[src/rtl/serial_op_executor.sv]
`default_nettype none
// ============================================================================
// Module      : serial_op_executor
// Description : Executes one parsed command frame (opcode plus two unsigned
//               operands) and returns the 2*WIDTH-bit result serially, MSB
//               first, behind an 8-bit response header.
// Revision    : 1.0 - initial release
// ============================================================================
module serial_op_executor #(
  parameter int         WIDTH  = 16,
  parameter logic [7:0] HEADER = 8'b10100101
) (
  input  logic             clk,
  input  logic             reset,
  input  logic             frame_valid,
  input  logic [7:0]       ctrl,
  input  logic [WIDTH-1:0] input_a,
  input  logic [WIDTH-1:0] input_b,
  output logic             busy,
  output logic             dout,
  output logic             dout_valid,
  output logic             done,
  output logic             err
);

  // Response is header followed by the double-width result.
  localparam int SHW   = 8 + 2 * WIDTH;
  localparam int CNT_W = $clog2(SHW + 1);

  localparam logic [CNT_W-1:0] c_hdr_last = CNT_W'(7);
  localparam logic [CNT_W-1:0] c_res_last = CNT_W'(SHW - 1);
  localparam logic [CNT_W-1:0] c_mul_last = CNT_W'(WIDTH - 1);
  localparam logic [CNT_W-1:0] c_cnt_one  = CNT_W'(1);

  localparam logic [2:0] c_st_idle = 3'd0;
  localparam logic [2:0] c_st_exec = 3'd1;
  localparam logic [2:0] c_st_hdr  = 3'd2;
  localparam logic [2:0] c_st_res  = 3'd3;
  localparam logic [2:0] c_st_done = 3'd4;

  localparam logic [2:0] c_op_add = 3'd0;
  localparam logic [2:0] c_op_sub = 3'd1;
  localparam logic [2:0] c_op_mul = 3'd2;
  localparam logic [2:0] c_op_and = 3'd3;
  localparam logic [2:0] c_op_or  = 3'd4;
  localparam logic [2:0] c_op_xor = 3'd5;

  logic [2:0]         r_state;
  logic [2:0]         w_state_next;
  logic [WIDTH-1:0]   r_a;
  logic [WIDTH-1:0]   r_b;
  logic [2:0]         r_op;
  logic [2*WIDTH-1:0] r_acc;
  logic [2*WIDTH-1:0] r_mcand;
  logic [WIDTH-1:0]   r_mplier;
  logic [CNT_W-1:0]   r_cnt;
  logic [SHW-1:0]     r_shreg;
  logic               r_err;

  logic               w_legal;
  logic               w_exec_last;
  logic [2*WIDTH-1:0] w_a_ext;
  logic [2*WIDTH-1:0] w_b_ext;
  logic [2*WIDTH-1:0] w_acc_next;
  logic [2*WIDTH-1:0] w_result;
  logic               w_unused_ctrl;

  // Only the low three control bits carry the opcode.
  assign w_unused_ctrl = ^ctrl[7:3];

  // Opcodes 110 and 111 are reserved.
  assign w_legal = ~(ctrl[2] & ctrl[1]);

  // Non-MUL operations finish in one cycle; MUL consumes one b bit per cycle.
  assign w_exec_last = (r_op != c_op_mul) || (r_cnt == c_mul_last);

  assign w_a_ext    = {{WIDTH{1'b0}}, r_a};
  assign w_b_ext    = {{WIDTH{1'b0}}, r_b};
  assign w_acc_next = r_mplier[0] ? (r_acc + r_mcand) : r_acc;

  // Result selection from the latched operands / finished accumulator.
  always_comb begin
    w_result = '0;
    case (r_op)
      c_op_add: w_result = w_a_ext + w_b_ext;
      c_op_sub: w_result = w_a_ext - w_b_ext;
      c_op_mul: w_result = w_acc_next;
      c_op_and: w_result = w_a_ext & w_b_ext;
      c_op_or:  w_result = w_a_ext | w_b_ext;
      c_op_xor: w_result = w_a_ext ^ w_b_ext;
      default:  w_result = '0;
    endcase
  end

  // State register.
  always_ff @(posedge clk) begin
    if (reset) begin
      r_state <= c_st_idle;
    end else begin
      r_state <= w_state_next;
    end
  end

  // Next-state logic.
  always_comb begin
    w_state_next = r_state;
    case (r_state)
      c_st_idle: if (frame_valid && w_legal) w_state_next = c_st_exec;
      c_st_exec: if (w_exec_last)            w_state_next = c_st_hdr;
      c_st_hdr:  if (r_cnt == c_hdr_last)    w_state_next = c_st_res;
      c_st_res:  if (r_cnt == c_res_last)    w_state_next = c_st_done;
      c_st_done:                             w_state_next = c_st_idle;
      default:                               w_state_next = c_st_idle;
    endcase
  end

  // Output decode; err and done are masked while reset is asserted.
  always_comb begin
    busy       = 1'b0;
    dout_valid = 1'b0;
    dout       = 1'b0;
    done       = 1'b0;
    err        = r_err & ~reset;
    case (r_state)
      c_st_exec: busy = 1'b1;
      c_st_hdr, c_st_res: begin
        busy       = 1'b1;
        dout_valid = 1'b1;
        dout       = r_shreg[SHW-1];
      end
      c_st_done: begin
        busy = 1'b1;
        done = ~reset;
      end
      default: ;
    endcase
  end

  // Operand capture, shift-add multiplier and response serialiser.
  always_ff @(posedge clk) begin
    if (reset) begin
      r_a      <= '0;
      r_b      <= '0;
      r_op     <= '0;
      r_acc    <= '0;
      r_mcand  <= '0;
      r_mplier <= '0;
      r_cnt    <= '0;
      r_shreg  <= '0;
    end else begin
      case (r_state)
        c_st_idle: begin
          if (frame_valid && w_legal) begin
            r_a      <= input_a;
            r_b      <= input_b;
            r_op     <= ctrl[2:0];
            r_acc    <= '0;
            r_mcand  <= {{WIDTH{1'b0}}, input_a};
            r_mplier <= input_b;
            r_cnt    <= '0;
          end
        end
        c_st_exec: begin
          if (r_op == c_op_mul) begin
            r_acc    <= w_acc_next;
            r_mcand  <= r_mcand << 1;
            r_mplier <= r_mplier >> 1;
            r_cnt    <= r_cnt + c_cnt_one;
          end
          // Final result lands in the serialiser behind the header.
          if (w_exec_last) begin
            r_shreg <= {HEADER, w_result};
            r_cnt   <= '0;
          end
        end
        c_st_hdr, c_st_res: begin
          r_shreg <= {r_shreg[SHW-2:0], 1'b0};
          r_cnt   <= r_cnt + c_cnt_one;
        end
        default: ;
      endcase
    end
  end

  // Error pulse: illegal opcode in IDLE or any frame outside IDLE.
  always_ff @(posedge clk) begin
    if (reset) begin
      r_err <= 1'b0;
    end else begin
      r_err <= frame_valid && ((r_state != c_st_idle) || !w_legal);
    end
  end

endmodule
`default_nettype wire

[config.mk]
export PLATFORM = sky130hd
export DESIGN_NAME = serial_op_executor
export DESIGN_NICKNAME = d
export VERILOG_FILES = /design/src/rtl/serial_op_executor.sv
export SDC_FILE = /design/constraint.sdc
export NUM_CORES = 1
export LEC_CHECK = 0
export BUFFER_PORTS_ARGS = -buffer_cell sky130_fd_sc_hd__buf_2
export CAP_MARGIN = 30
export CORE_UTILIZATION = 55
export CTS_CLUSTER_DIAMETER = 80
export DETAILED_ROUTE_END_ITERATION = 6
export PLACE_DENSITY = 0.77
export REMOVE_ABC_BUFFERS = 1
export SLEW_MARGIN = 20
export SYNTH_ARGS = -nofsm -noshare
export SYNTH_HDL_FRONTEND = slang
export SYNTH_SLANG_ARGS = --single-unit
[constraint.sdc]
create_clock -name clk -period 9 [get_ports clk]
set_input_delay 0.45 -clock clk [delete_from_list [all_inputs] [get_ports clk]]
set_output_delay 0.45 -clock clk [all_outputs]
set_load 0.01 [all_outputs]
==> run_results.csv <==
group,metric,value,unit
outcome,status,"complete, no violations",
yosys,synth_compound_area_share,28.90,%
yosys,synth_seq_cells,165,
place,gp_congestion,0.9411,
detailed_routing,drc,0,
place,io_buffers,42,
global_route,grt_use_total,29.38,%
clocking,insertion_delay,0.44,ns
global_route,antenna_found_initial,0,
clocking,cts_num_sinks,165,
clocking,h-tree-depth,4,
critical_path,worstSetupEndpointType,"flip-flop",
min_path,min_path_type,"input port to flip-flop",
detailed_routing,route.vias.total,10953,
clocking,cts_root_buf,"clkbuf_16",
yosys,yosys_warnings,0,
clocking,cts_setup_buffers,0,
final_layout,layout_commonest_cell,"nand2_1",
pwr,power_density,221.9,nW/um^2
final_layout,mostFrequentLayoutCells,"nand2_1, dfxtp_1, nor2_1, a21oi_1, ha_1",
sta,skew,0.01132,ns
final_layout,antenna_cells,0,
global_route,grt_pass1_wl,51050,um
detailed_routing,dr.pass1.iters,6,
clocking,clk_pin_slew,0.07,ns
yosys,syn_area,11300,sq um
clocking,cts_tree,"built",
floorplanning,rows,52,
yosys,ys.flop_type,"dfxtp_1",
clocking,cts_buffers,17,
detailed_routing,postRouteAntennaNets,0,
critical_path,worstPathCellList,"nor3b_4 > o31ai_1 > a21oi_1 > or2_1 > buf_4 > a311o_1 > a221o_1 > a21oi_1 > a2111oi_1",
detailed_routing,vias_per_cell,6.295,
global_route,grt_max_degree,64,
detailed_routing,wl_per_cell,17.77,um
pwr,fin_total_pwr,2.720,mW
yosys,synth-edff-count,0,
sta,hold_violations,0,
final_layout,finalInstanceArea,12260,sq um
sta,fmax,263.4,MHz
yosys,synth_top_family_by_area,"compound AO/OA/AOI/OAI gates",
flow_run,cap_violations,0,
sta,worst_slack,5.204,ns
final_layout,area_growth,8.434,%
floorplanning,dieHeight,145.4,um
floorplanning,core_area,20170,sq um
final_layout,drive_above_1_share,8.367,%
yosys,synth_area_leaders,"dfxtp_1, ha_1, a21oi_1",
clocking,cts_max_path_buffers,2,
yosys,yosys.area.top_type,"dfxtp_1",
clocking,post_cts_resized,0,
pwr,ir_drop,0.1300,mV
critical_path,crit_path_frequent_cell,"a21oi_1",
place,dp.cells,1708,
sta,maxSlewViolCount,0,
floorplanning,dieArea,21130,sq um
floorplanning,ioPinCount,48,
place,dpl-instance-area,11630,sq um
critical_path,cp.required,9.32,ns
critical_path,start_kind,"flip-flop",
yosys,muxShareOfSynthArea,4.538,%
place,place_ws,5.288,ns
final_layout,fin_nets,1584,
critical_path,path_max_fanout,21,
sta,final.setup.tns,0,ns
critical_path,critPathMaxStageDelay,0.80,ns
clocking,cts_hold_buffers,0,
critical_path,crit_type,"flip-flop to flip-flop",
sta,fin_crit_sh,42.18,%
detailed_routing,drt-initial-drc-count,874,
yosys,synth.top_cell.area_share,29.22,%
floorplanning,initial_core_util,56.05,%
yosys,synth_area_per_cell,7.643,sq um
critical_path,slowest_stage,"dfxtp_1",
global_route,gr-total-overflow,0,
critical_path,cp.arrival,4.12,ns
sta,relSlewSlack,38.64,%
yosys,synthAdderAreaFrac,9.386,%
sta,min_period,3.796,ns
detailed_routing,wl,30920,um
sta,rsz0062_at_grt,"no",
yosys,synthArstFlopShare,0,%
yosys,yosys.area_share.simple,20.17,%
yosys,synth_cell_types,83,
floorplanning,die_w,145.4,um
yosys,seq_area_frac_synth,29.22,%
pwr,leakage,4.693,nW
global_route,grt_pass1_vias,10212,
place,hpwl,21680,um
yosys,synthCells,1479,
sta,tightest_slew,0.9194,ns
yosys,synth_xor_area_share,2.324,%
sta,setup_viol,0,
final_layout,instances_no_fill,1740,
metal layers:
layer / part of all wire (%) / vias to the layer above / GRT usage, %
met2: 46 / 388 / 49.54
met1: 45 / 5144 / 37.61
li1: - / 5346 / -
met4: 2.9 / 0 / 10.84
met5: 0 / - / 0
met3: 6.1 / 75 / 5.078
sequential cells by signal, indices dropped and copies added (netlist names):
register and count:
r_a 16, r_cnt 6, r_acc 32, r_shreg 40, r_state 3, r_err 1, r_b 16, r_op 3
r_mplier 16, r_mcand 32
worst max-delay path: cells and delay by family (launching register included):
kind	cells	cell delay [ns]
buffers and inverters	1	0.31
and+or+nand+nor	2	1.11
AOI/OAI and AO/OA	6	1.43
DFF	1	0.80
worst paths after layout:
kind                                               from  cells past startpoint                        to  slack (ns)
worst max-delay path               r_op[1]$_SDFFE_PP0P_                      9  r_shreg[22]$_SDFFE_PP0P_        5.20
worst min-delay path                            ctrl[0]                      3      r_op[0]$_SDFFE_PP0P_        0.25
worst max register to register     r_op[1]$_SDFFE_PP0P_                      9  r_shreg[22]$_SDFFE_PP0P_        5.20
worst min register to register  r_shreg[1]$_SDFFE_PP0P_                      2   r_shreg[1]$_SDFFE_PP0P_        0.47
cells by family (layout without fill, tap and decap cells):
| logic type | after synthesis | after routing |
|---|---|---|
| and+or+nand+nor | 503 | 503 |
| AOI/OAI and AO/OA | 486 | 486 |
| DFF | 165 | 165 |
| buffers and inverters | 161 | 152 |
| adders and majority gates | 83 | 83 |
| muxes | 51 | 51 |
| xor gates and xnor gates | 30 | 30 |
Yosys cell counts, drive strengths merged (13+ instances only):
| master | instances |
|---|---|
| xnor2 | 17 |
| ha | 80 |
| nor2 | 155 |
| o31ai | 16 |
| inv | 58 |
| a22oi | 31 |
| o21ai | 67 |
| buf | 21 |
| nand3 | 50 |
| mux2i | 49 |
| dfxtp | 165 |
| a21oi | 154 |
| nor3 | 28 |
| xor2 | 13 |
| clkbuf | 82 |
| a31oi | 16 |
| a211oi | 45 |
| a21o | 26 |
| nand2 | 180 |
| nand4 | 15 |
per-stage QoR:
stage / util (%) / hold WS, ns
6_report: 60.78 / 0.2465
5_1_grt: 60.78 / 0.2480
4_1_cts: 60.70 / 0.2439
3_5_place_dp: 57.67 / 0.4540
3_3_place_gp: 57.54 / 0.4447
2_1_floorplan: - / 0.4254
where the power goes:
group	switching (mW)	internal [mW]	leakage [nW]
combinational	0.646	0.372	3.05
sequential	0.0939	0.840	1.34
clock	0.321	0.447	0.294
total	1.06	1.66	4.69
area by class of cell:
type	instances	area, sq um
clock buffer	18	439.2
clock inverter	13	171.4
fill	1862	7911
sequential	165	3303
inverter	58	217.7
multi-input combinational	1153	7398
tap	270	337.8
timing repair buffer	63	390.4
(Power assumes the default switching activity.)
